<file path="config.mk">
export PLATFORM = sky130hd
export DESIGN_NAME = if_fetch
export DESIGN_NICKNAME = d
export VERILOG_FILES = /design/src/rtl/if_fetch_pkg.sv /design/src/rtl/if_fetch_fifo.sv /design/src/rtl/if_fetch.sv
export SDC_FILE = /design/constraint.sdc
export NUM_CORES = 1
export LEC_CHECK = 0
export ABC_AREA = 1
export BUFFER_PORTS_ARGS = -buffer_cell sky130_fd_sc_hd__buf_2
export CAP_MARGIN = 25
export CELL_PAD_IN_SITES_DETAIL_PLACEMENT = 1
export CELL_PAD_IN_SITES_GLOBAL_PLACEMENT = 1
export CORE_MARGIN = 10
export CORE_UTILIZATION = 37
export CTS_BUF_LIST = sky130_fd_sc_hd__clkbuf_4
export DETAILED_ROUTE_END_ITERATION = 10
export GPL_ROUTABILITY_DRIVEN = 0
export PLACE_DENSITY = 0.85
export REMOVE_ABC_BUFFERS = 1
export SYNTH_ARGS = -nofsm -noshare
export SYNTH_HDL_FRONTEND = slang
export SYNTH_HIERARCHICAL = 1
export SYNTH_SLANG_ARGS = --single-unit
</file>
<file path="constraint.sdc">
create_clock -name clk -period 4.37 [get_ports clk]
set_input_delay 0.874 -clock clk [delete_from_list [all_inputs] [get_ports clk]]
set_output_delay 0.874 -clock clk [all_outputs]
set_load 0.1 [all_outputs]
</file>
<file path="src/rtl/if_fetch_pkg.sv">
// ---------------------------------------------------------------------------
// if_fetch_pkg
// Shared definitions for the instruction-fetch stage:
//   - fetch FSM state encoding
//   - default reset PC and buffer depth
//   - the {pc, instr} entry layout stored in the fetch buffer
//   - a word-alignment helper used for redirect targets
// ---------------------------------------------------------------------------
package if_fetch_pkg;

    typedef enum logic [1:0] {
        IF_IDLE = 2'd0,   // no request outstanding
        IF_WAIT = 2'd1,   // request outstanding, result wanted
        IF_DROP = 2'd2    // request outstanding, result to be discarded
    } fetch_state_e;

    localparam logic [31:0] IF_RESET_PC_DEFAULT  = 32'h0000_0000;
    localparam int          IF_BUF_DEPTH_DEFAULT = 2;

    // One buffered fetch: 64 bits, PC in the upper half.
    typedef struct packed {
        logic [31:0] pc;
        logic [31:0] instr;
    } fetch_entry_t;

    // Clear the byte-offset bits so the PC always points at a word.
    function automatic logic [31:0] align_word(input logic [31:0] addr);
        return {addr[31:2], 2'b00};
    endfunction

endpackage

</file>
<file path="src/rtl/if_fetch_fifo.sv">
// ---------------------------------------------------------------------------
// fetch_fifo
// Small FIFO holding fetched {pc, instr} entries for decode.
// Ports:
//   clk, rst    clock, asynchronous active-high reset
//   push        write push_data at the tail (ignored when flush is high)
//   push_data   64-bit entry
//   pop         retire the head entry (ignored when flush is high or empty)
//   flush       discard all entries; has priority over push and pop
//   head_data   current head entry (all zeros after reset)
//   valid       FIFO not empty
//   count       number of stored entries
// Pointers are $clog2(DEPTH) bits wide and wrap naturally because DEPTH is a
// power of two. Storage is a handful of flops, so it is reset and read
// asynchronously from the registered array.
// ---------------------------------------------------------------------------
module fetch_fifo
    import if_fetch_pkg::*;
#(
    parameter int DEPTH = IF_BUF_DEPTH_DEFAULT
) (
    input  logic                       clk,
    input  logic                       rst,
    input  logic                       push,
    input  fetch_entry_t               push_data,
    input  logic                       pop,
    input  logic                       flush,
    output fetch_entry_t               head_data,
    output logic                       valid,
    output logic [$clog2(DEPTH):0]     count
);

    localparam int PTR_W = $clog2(DEPTH);
    localparam int CNT_W = PTR_W + 1;

    fetch_entry_t     mem_reg [DEPTH];
    logic [PTR_W-1:0] wr_ptr_reg;
    logic [PTR_W-1:0] rd_ptr_reg;
    logic [CNT_W-1:0] count_reg;

    logic do_push;
    logic do_pop;

    assign do_push = push & ~flush;
    assign do_pop  = pop & ~flush & (count_reg != '0);

    always_ff @(posedge clk or posedge rst) begin
        if (rst) begin
            wr_ptr_reg <= '0;
            rd_ptr_reg <= '0;
            count_reg  <= '0;
        end else if (flush) begin
            wr_ptr_reg <= '0;
            rd_ptr_reg <= '0;
            count_reg  <= '0;
        end else begin
            if (do_push) begin
                wr_ptr_reg <= wr_ptr_reg + 1'b1;
            end
            if (do_pop) begin
                rd_ptr_reg <= rd_ptr_reg + 1'b1;
            end
            // Simultaneous push and pop leaves the count unchanged.
            if (do_push && !do_pop) begin
                count_reg <= count_reg + 1'b1;
            end else if (do_pop && !do_push) begin
                count_reg <= count_reg - 1'b1;
            end
        end
    end

    always_ff @(posedge clk or posedge rst) begin
        if (rst) begin
            for (int i = 0; i < DEPTH; i++) begin
                mem_reg[i] <= '0;
            end
        end else if (do_push) begin
            mem_reg[wr_ptr_reg] <= push_data;
        end
    end

    assign head_data = mem_reg[rd_ptr_reg];
    assign valid     = (count_reg != '0);
    assign count     = count_reg;

endmodule

</file>
<file path="src/rtl/if_fetch.sv">
// ---------------------------------------------------------------------------
// if_fetch
// Instruction-fetch stage: owns the PC, fetches one instruction per request
// over a req/ack handshake and buffers {pc, instr} pairs for decode. A
// redirect flushes the buffer and squashes any in-flight fetch.
// Ports:
//   clk, rst        clock, asynchronous active-high reset
//   pc_o            current fetch PC (to next-PC logic)
//   npc_i           next PC from next-PC logic
//   redirect_i      taken branch/jump; npc_i holds the target
//   imem_req_o      fetch request, held until ack
//   imem_addr_o     address of the outstanding request
//   imem_ack_i      one-cycle response strobe
//   imem_rdata_i    instruction, valid with ack
//   inst_valid_o    buffer head valid
//   inst_o          head instruction
//   inst_pc_o       head PC
//   inst_ready_i    decode accepts head
//   fetch_fault_o   one-cycle pulse after a misaligned redirect target
// ---------------------------------------------------------------------------
module if_fetch
    import if_fetch_pkg::*;
#(
    parameter logic [31:0] RESET_PC  = IF_RESET_PC_DEFAULT,
    parameter int          BUF_DEPTH = IF_BUF_DEPTH_DEFAULT
) (
    input  logic        clk,
    input  logic        rst,
    output logic [31:0] pc_o,
    input  logic [31:0] npc_i,
    input  logic        redirect_i,
    output logic        imem_req_o,
    output logic [31:0] imem_addr_o,
    input  logic        imem_ack_i,
    input  logic [31:0] imem_rdata_i,
    output logic        inst_valid_o,
    output logic [31:0] inst_o,
    output logic [31:0] inst_pc_o,
    input  logic        inst_ready_i,
    output logic        fetch_fault_o
);

    localparam int CNT_W = $clog2(BUF_DEPTH) + 1;

    fetch_state_e state_reg, state_next;
    logic [31:0]  pc_reg, pc_next;
    logic [31:0]  addr_reg, addr_next;
    logic         fault_reg, fault_next;

    logic             fifo_push;
    logic             fifo_pop;
    fetch_entry_t     fifo_head;
    fetch_entry_t     fifo_in;
    logic             fifo_valid;
    logic [CNT_W-1:0] fifo_count;

    logic             busy;
    logic [CNT_W:0]   occupancy;
    logic             credit;

    // Buffered entries plus the one in flight must fit, so an issued fetch
    // always has a slot waiting for it.
    assign busy      = (state_reg != IF_IDLE);
    assign occupancy = {1'b0, fifo_count} + {{CNT_W{1'b0}}, busy};
    assign credit    = (occupancy < (CNT_W+1)'(BUF_DEPTH));

    assign fifo_in.pc    = pc_reg;
    assign fifo_in.instr = imem_rdata_i;

    // Flush beats pop: the head is not consumed in a redirect cycle.
    assign fifo_pop = fifo_valid & inst_ready_i & ~redirect_i;

    always_comb begin
        state_next = state_reg;
        pc_next    = pc_reg;
        addr_next  = addr_reg;
        fifo_push  = 1'b0;
        fault_next = redirect_i & (npc_i[1:0] != 2'b00);

        if (redirect_i) begin
            pc_next = align_word(npc_i);
        end

        case (state_reg)
            IF_IDLE: begin
                if (!redirect_i && credit) begin
                    state_next = IF_WAIT;
                    addr_next  = pc_reg;
                end
            end
            IF_WAIT: begin
                if (redirect_i) begin
                    // Squash: a same-cycle ack is simply not pushed.
                    state_next = imem_ack_i ? IF_IDLE : IF_DROP;
                end else if (imem_ack_i) begin
                    fifo_push  = 1'b1;
                    pc_next    = npc_i;
                    state_next = IF_IDLE;
                end
            end
            IF_DROP: begin
                // Keep the stale request up until memory answers, then
                // throw the data away.
                if (imem_ack_i) begin
                    state_next = IF_IDLE;
                end
            end
            default: begin
                state_next = IF_IDLE;
            end
        endcase
    end

    always_ff @(posedge clk or posedge rst) begin
        if (rst) begin
            state_reg <= IF_IDLE;
            pc_reg    <= RESET_PC;
            addr_reg  <= RESET_PC;
            fault_reg <= 1'b0;
        end else begin
            state_reg <= state_next;
            pc_reg    <= pc_next;
            addr_reg  <= addr_next;
            fault_reg <= fault_next;
        end
    end

    fetch_fifo #(
        .DEPTH (BUF_DEPTH)
    ) u_fifo (
        .clk       (clk),
        .rst       (rst),
        .push      (fifo_push),
        .push_data (fifo_in),
        .pop       (fifo_pop),
        .flush     (redirect_i),
        .head_data (fifo_head),
        .valid     (fifo_valid),
        .count     (fifo_count)
    );

    assign pc_o          = pc_reg;
    assign imem_req_o    = busy;
    assign imem_addr_o   = addr_reg;
    assign inst_valid_o  = fifo_valid;
    assign inst_o        = fifo_head.instr;
    assign inst_pc_o     = fifo_head.pc;
    assign fetch_fault_o = fault_reg;

endmodule

</file>
==> results of run 1 <==
## per-stage QoR
stage | area, µm² | setup TNS (ns) | hold WS (ns) | setup slack (ns)
final | 10150 | 0 | 0.3699 | 1.046
after global routing | 10150 | 0 | 0.3465 | 0.8566
after CTS | 10140 | 0 | 0.3298 | 0.9506
after detailed placement | 9856 | 0 | 0.4568 | 1.443
after global placement | 9856 | 0 | 0.4494 | 1.539
after floorplan | 8352 | -3.967 | 0.4529 | -0.03005
## final timing paths
path / from / to / depth (start not counted)
max reg2reg: state_reg[1] / u_fifo/mem_reg[50] / 9
min: rst / u_fifo/mem_reg[96] / 2
max: u_fifo/rd_ptr_reg / inst_pc_o[26] / 5
min reg2reg: imem_addr_o[13] / imem_addr_o[13] / 2
max in group asynchronous: rst / imem_addr_o[3] / 3
min in group clk: npc_i[6] / pc_o[6] / 3
## layout make-up
cell class / instances / area [µm²]
diodes: 2 / 5.005
clock buffers: 18 / 135.1
clock inverters: 11 / 150.1
fillers: 2905 / 13190
inverters: 79 / 301.5
multi-input cells: 684 / 3083
flip-flops and latches: 199 / 4981
well taps: 319 / 399.1
repair buffers: 210 / 1091
## worst max-delay path, stage by stage (launching register included)
cell and delay (ns):
dfrtp_2 0.44, inv_2 0.40, buf_4 0.38, nand2_1 0.08
nand2_1 0.11, buf_2 0.45
## layer usage
metal  vias to the layer above  track usage (%)  wire length, µm  share of wire [%]
met1                      3585            20.93            11430                 45
met5                         -                0               13              0.051
li1                       3516                -                -                  -
met3                        14            5.968             1792                7.0
met4                         2            3.563              177               0.69
met2                       178            28.58            12190                 48
## cells by family after synthesis
| group | count (synthesis) | synth area share, % |
|---|---|---|
| simple gates | 553 | 25.30 |
| flops | 199 | 56.99 |
| buf+inv | 138 | 7.818 |
| compound gates | 131 | 9.894 |
## cells in the final DEF, fill, tap and decap left out, drive strengths merged
master / n
bufinv: 3
o21bai: 1
nand2: 463
nor2: 13
a21oi: 1
buf: 210
inv: 82
diode: 2
nand3: 74
nand4: 2
dfrtp: 199
or2: 1
clkinv: 3
clkinvlp: 2
o21ai: 129
clkbuf: 18
==> impl_metrics.json, run 1 <==
{
  "status": "finished, final reports clean",
  "clkTransAtPathRegs_ns": 0.17,
  "clock_latency_ns": 0.57,
  "die_h_um": 173.7,
  "initial_utilization_pct": 37.45,
  "crit_type": "reg -> out",
  "relSlewSlack_pct": 31.87,
  "end_kind": "output port",
  "clock.fmax_ghz": 0.3008,
  "maxCapViolCount": 0,
  "cts_max_level": 4,
  "port-buffer-count": 199,
  "synth_seq_area_share_pct": 56.99,
  "wl_um": 25610,
  "postCtsSetupRepairBufs": 0,
  "drcViolationCount": 0,
  "stdcell_count": 1522,
  "largest_reg_flops": 128,
  "die_w_um": 173.7,
  "ys.flop_type": "dfrtp_1",
  "synthCells": 1021,
  "synth_edf_count": 0,
  "antenna_left": 0,
  "setup_viol": 0,
  "die_area_um2": 30160,
  "synth_cell_types": 23,
  "num_vias": 7295,
  "fin_util_pct": 43.48,
  "cp_max_fo": 26,
  "grt_max_degree": 130,
  "synth_top_area_share_pct": 56.99,
  "vias_per_cell": 4.793,
  "rsz0062_at_grt": "false",
  "startpoint_type": "flop",
  "coreArea_um2": 23330,
  "grt_antenna_before_repair": 3,
  "dp_cells": 1491,
  "num-nets-final": 1260,
  "drt_iter0_markers": 487,
  "cts.sink_count": 199,
  "synth_area_leader_cell": "dfrtp_1",
  "rows": 56,
  "grt_pass1_vias": 7990,
  "min_path_type": "in -> async",
  "clockBufferDepth": 2,
  "postCtsHoldBufs": 0,
  "syn_avg_cell_area_um2": 8.559,
  "r2r_setup_slack_ns": 1.96,
  "io-pin-count": 200,
  "wl_per_cell_um": 16.82,
  "skew_ns": 0.02050,
  "dr.pass1.iters": 4,
  "cts_buffers": 17,
  "areaGrowthSynthToFinish_pct": 16.11,
  "yosysMostFrequentCell": "nand2_1",
  "syn_area_um2": 8738,
  "cp.arrival_ns": 2.45,
  "worstPathRequired_ns": 3.50,
  "cts_resized": 0,
  "overflow": 0,
  "grt_pass1_wl_um": 42150,
  "hold_viol_final": 0,
  "ys_top_cells_by_count": "nand2_1, dfrtp_1, inv_1, nand3_1, o21ai_0",
  "drive_gt1_share_pct": 25.73,
  "finalCritPeriodShare_pct": 76.07,
  "grt.total_usage_pct": 17.10,
  "async_flop_share_pct": 100.0,
  "yosys_warnings": 6,
  "clockRootBuffer": "clkbuf_4",
  "synth.top_cells.by_area": "dfrtp_1, nand2_1, o21ai_2",
  "finalMaxSlewViolations": 0,
  "period_needed_ns": 3.324,
  "worst_slew_pin_slew_ns": 1.020,
  "dpl.hpwl_um": 17470,
  "cts_tree": "built",
  "ys_seq_elements": 199
}
Power of run 1 is not shown: default switching activity piles up to over one toggle a cycle in this logic, so the estimate is an artifact.
==> run 2, diff against run 1 <==
- CORE_UTILIZATION: 37 -> 41
- PLACE_DENSITY: 0.85 -> 0.89
- clock period: 4.37 -> 3.1 ns (I/O delays scaled with it)
==> run 2 against run 1 <==
Compared with the run above:
- routed wire length is 5.1% higher
- via count is 2.1% higher
- count of clock-buffer cells in the layout stayed put
- register-to-register slack worse by 0.84 ns
- cell count is 2.6% lower
- first-iteration DRC count is 23% lower
- clock skew is 0.00061 ns higher
- final area is 9.3% higher
==> impl_metrics.json, run 2 (same netlist as run 1, synthesis figures left out) <==
{
  "port-buffer-count": 199,
  "layout_common_cells": "nand2_1, dfrtp_1, buf_2, nand3_1, inv_1",
  "fin_util_pct": 52.75,
  "dr.pass1.iters": 5,
  "cts.sink_count": 199,
  "wl_met1_um": 11200,
  "cts_max_level": 4,
  "drcViolationCount": 0,
  "antenna_left": 0,
  "cp.arrival_ns": 2.14,
  "r2r_cells": 10,
  "clockRootBuffer": "clkbuf_4",
  "grt.total_usage_pct": 19.57,
  "initial_utilization_pct": 41.57,
  "cts_buffers": 17,
  "top_layer": "met4",
  "finalCritPeriodShare_pct": 89.09,
  "crit_type": "reg -> out",
  "maxCapViolCount": 0,
  "cp_max_fo": 66,
  "worstPathRequired_ns": 2.48,
  "stdcell_count": 1482,
  "clock.fmax_ghz": 0.3621,
  "wl_per_cell_um": 18.16,
  "die_h_um": 166.0,
  "postCtsSetupRepairBufs": 0,
  "startpoint_type": "flop",
  "pre_cts_slack_ns": 0.8721,
  "io-pin-count": 200,
  "drt_iter0_markers": 374,
  "cts_resized": 0,
  "max-vdd-ir-drop_mv": 0.7718,
  "drive_gt1_share_pct": 25.95,
  "die_w_um": 166.0,
  "n_fill_cell": 2519,
  "areaGrowthSynthToFinish_pct": 26.90,
  "period_needed_ns": 2.762,
  "grt_pass1_vias": 8356,
  "hold_viol_final": 0,
  "cts_tree": "built",
  "final_common_cell": "nand2_1",
  "vias_per_cell": 5.024,
  "num-nets-final": 1263,
  "finalMaxSlewViolations": 0,
  "power.density_nw_per_um2": 1241,
  "wl_met3_um": 1560,
  "leakagePower_nw": 5.956,
  "clkTransAtPathRegs_ns": 0.16,
  "clock_latency_ns": 0.56,
  "dr_wl_met2_um": 13830,
  "worst_slew_pin_slew_ns": 0.8108,
  "min_path_type": "in -> async",
  "postCtsHoldBufs": 0,
  "skew_ns": 0.02111,
  "die_area_um2": 27550,
  "num_vias": 7445,
  "finalWorstSetupSlack_ns": 0.3382,
  "dpl.hpwl_um": 19240,
  "status": "finished, final reports clean",
  "wl_um": 26910,
  "setup_viol": 0,
  "grt_max_degree": 78,
  "grt_antenna_before_repair": 1,
  "end_kind": "output port",
  "relSlewSlack_pct": 45.95,
  "largest_reg_flops": 128,
  "dp_cells": 1450,
  "coreArea_um2": 21020,
  "rows": 53,
  "grt_pass1_wl_um": 44310,
  "overflow": 0,
  "rsz0062_at_grt": "false",
  "clockBufferDepth": 2
}
run 2: stage by stage:
| step | hold WS [ns] | power (W) | setup TNS, ns | area [µm²] |
|---|---|---|---|---|
| global placement | 0.4509 | 0.01240 | 0 | 10850 |
| finish | 0.1488 | 0.01376 | 0 | 11090 |
| CTS | 0.1117 | 0.01390 | 0 | 11090 |
| floorplan | 0.4529 | 0.009715 | -169.34 | 8352 |
| detailed placement | 0.4538 | 0.01266 | 0 | 10850 |
| global route | 0.1139 | 0.01437 | 0 | 11090 |
run 2: per-layer routing:
metal  global-route usage [%]  vias to the layer above
li1                         -                     3522
met1                    22.57                     3720
met4                    4.661                        0
met2                    34.94                      186
met3                    5.584                       17
met5                        0                        -
run 2: final cells by class:
cell class	count	area (µm²)	area share, %
well taps	275	344.1	3.103
repair buffers	213	2137	19.27
diodes	1	2.502	0.02257
multi-input cells	684	3083	27.80
clock buffers	18	135.1	1.219
clock inverters	13	105.1	0.9478
flip-flops and latches	199	4981	44.92
inverters	79	301.5	2.719
run 2: final timing paths:
kind / startpoint / endpoint / slack [ns]
max in group asynchronous: rst / u_fifo/mem_reg[112] / 2.10
min reg2reg: imem_addr_o[19] / imem_addr_o[19] / 0.49
max: u_fifo/rd_ptr_reg / inst_o[9] / 0.34
min: rst / u_fifo/mem_reg[108] / 0.15
min in group clk: npc_i[7] / pc_o[7] / 0.24
max reg2reg: state_reg[1] / u_fifo/mem_reg[114] / 1.12
run 2: report_power, final:
group	switching (W)	total, W	internal [W]
combinational	0.00641	0.00876	0.00235
sequential	0.000449	0.00375	0.00331
clock	0.000913	0.00125	0.000334
total	0.00777	0.0138	0.00599
run 2: worst max-delay path: stages, from the launching register on:
cell and delay [ns]:
dfrtp_2 0.40, buf_4 0.64, nand2_1 0.12, nand2_1 0.19, buf_12 0.19
Note: power is estimated with default switching activity, not from simulation.
==> run 3, diff against run 2 <==
- CORE_UTILIZATION: 41 -> 43
- SYNTH_HIERARCHICAL: 1 -> unset
==> run 3 against run 2 <==
Compared with the run above:
- first-iteration DRC count shrank 28%
- register-to-register slack improved by 0.20 ns
- non-clock buffer count fell by 1
==> impl_metrics.json, run 3 <==
{
  "synthMuxAreaShare_pct": 8.279,
  "rows": 51,
  "cts_max_level": 4,
  "die_h_um": 162.3,
  "syn_avg_cell_area_um2": 10.69,
  "cp-endpoint": "inst_o[26]",
  "ys_seq_elements": 199,
  "grt_pass1_wl_um": 37360,
  "slowest_delay_ns": 0.47,
  "synthAdderAreaFrac_pct": 0,
  "startpoint_type": "flop",
  "crit_buf_inv": 2,
  "cts_tree": "built",
  "grt_pass1_vias": 6937,
  "worst_path_max_delay_cell": "dfrtp_4",
  "ys.flop_type": "dfrtp_1",
  "synth.top_cells.by_area": "dfrtp_1, o21ai_2, nand2_1",
  "relSlewSlack_pct": 56.50,
  "antenna_left": 0,
  "cp.depth": 3,
  "worstPathRequired_ns": 2.48,
  "grt.total_usage_pct": 17.54,
  "cp_max_fo": 30,
  "crit_type": "reg -> out",
  "rr_startpoint": "state_reg[1]",
  "synth_cell_types": 20,
  "port-buffer-count": 199,
  "overflow": 0,
  "critPathTopFamily": "buffers and inverters",
  "worst_slew_pin_slew_ns": 0.6525,
  "initial_utilization_pct": 44.15,
  "synth_seq_area_share_pct": 57.21,
  "finalMaxSlewViolations": 0,
  "areaGrowthSynthToFinish_pct": 15.98,
  "min_path_type": "in -> async",
  "cts.sink_count": 199,
  "dpl.hpwl_um": 16890,
  "drcViolationCount": 0,
  "postCtsHoldBufs": 0,
  "cts_buffers": 17,
  "clock_latency_ns": 0.58,
  "async_flop_share_pct": 100.0,
  "cp.arrival_ns": 2.19,
  "synthCells": 814,
  "synth_edf_count": 0,
  "synthXorXnorAreaFrac_pct": 0,
  "cts_resized": 0,
  "dp_cells": 1243,
  "crit_chain": "buf_4 -> mux2_2 -> buf_2",
  "stdcell_count": 1276,
  "grt_max_degree": 90,
  "io-pin-count": 200,
  "postPlaceCellArea_um2": 9797,
  "drive_gt1_share_pct": 42.28,
  "synth_compound_area_share_pct": 16.23,
  "finalCritPeriodShare_pct": 90.78,
  "layout_common_cells": "nand2_1, buf_2, dfrtp_1, o21ai_2, inv_1",
  "skew_ns": 0.02005,
  "period_needed_ns": 2.814,
  "synth_top_area_share_pct": 57.21,
  "hold_viol_final": 0,
  "num_vias": 6259,
  "synth_top_family_by_area": "compound AO/OA/AOI/OAI gates",
  "end_kind": "output port",
  "crit_path_start": "u_fifo.rd_ptr_reg",
  "num-nets-final": 1066,
  "wl_um": 23140,
  "setup_viol": 0,
  "status": "finished, final reports clean",
  "clock.fmax_ghz": 0.3553,
  "n_fill_cell": 2276,
  "rsz0062_at_grt": "false",
  "synth_area_leader_cell": "dfrtp_1",
  "drt_iter0_markers": 269,
  "final_area_um2": 10100,
  "yosysMostFrequentCell": "nand2_1",
  "largest_reg_flops": 128,
  "rr_endpoint": "u_fifo.mem_reg[22]",
  "r2r_cells": 7,
  "postCtsSetupRepairBufs": 0,
  "dr.pass1.iters": 4,
  "die_area_um2": 26330,
  "clockBufferDepth": 2,
  "vias_per_cell": 4.905,
  "synthSimpleGateAreaFrac_pct": 10.25,
  "maxCapViolCount": 0,
  "ys_top_cells_by_count": "nand2_1, dfrtp_1, o21ai_2, inv_1, o21ai_0",
  "yosys_warnings": 0,
  "r2r_setup_slack_ns": 1.32,
  "fin_hold_ws_ns": 0.09409,
  "grt_antenna_before_repair": 2,
  "die_w_um": 162.3,
  "syn_area_um2": 8705,
  "final_common_cell": "nand2_1",
  "wl_per_cell_um": 18.14,
  "coreArea_um2": 19720,
  "clkTransAtPathRegs_ns": 0.17,
  "clockRootBuffer": "clkbuf_4"
}
-- run 3: changes by cell type after synthesis, sizes merged, moves of 2 or more --
cell    previous run  this run
a21oi              1         6
buf               38        47
clkbuf            21         1
mux2               0        64
nand2            463       211
nand3             74         4
nand4              2         0
nor2              13         9
o21ai            129       193
-- run 3: per-layer routing --
metal / routed length, µm / share of wire [%] / vias up / global-route usage (%)
met4: 316 / 1.4 / 2 / 4.342
met5: 7 / 0.030 / - / 0
met1: 9811 / 42 / 3087 / 21.05
met2: 11410 / 49 / 149 / 29.36
li1: - / - / 2996 / -
met3: 1595 / 6.9 / 25 / 6.244
-- run 3: stage by stage --
step	setup slack (ns)	setup TNS, ns	util (%)
2_1_floorplan	-2.946	-586.19	-
5_1_grt	0.1868	0	51.19
4_1_cts	0.2496	0	51.19
3_5_place_dp	0.9070	0	49.69
6_report	0.2857	0	51.20
3_3_place_gp	0.9478	0	49.69
-- run 3: cells by family (layout without fill, tap and decap cells) --
logic type	count (synthesis)	in the layout
AO/OA/AOI/OAI	200	200
buffers and inverters	126	322
flip-flops	199	199
multiplexers	64	64
other	0	1
AND/OR/NAND/NOR	225	225
-- run 3: how the worst min path moves through the flow --
stage	to	from	cells after the start
after global routing	u_fifo.mem_reg[16]	rst	2
after global placement	u_fifo.mem_reg[13]	u_fifo.mem_reg[13]	2
after floorplan	u_fifo.mem_reg[111]	u_fifo.mem_reg[111]	2
after detailed placement	u_fifo.mem_reg[126]	u_fifo.mem_reg[126]	2
after CTS	u_fifo.mem_reg[16]	rst	2
final	u_fifo.mem_reg[16]	rst	2
-- run 3: final cells by class --
type,count,area (µm²),share of cell area (%)
clock inverter,15,168.9,1.673
sequential,199,4984,49.36
antenna,1,2.502,0.02479
inverter,78,300.3,2.974
timing repair buffer,212,1131,11.20
multi-input combinational,489,3050,30.21
tap,265,331.6,3.284
clock buffer,17,127.6,1.264
Power of run 3 is left out for the same reason.
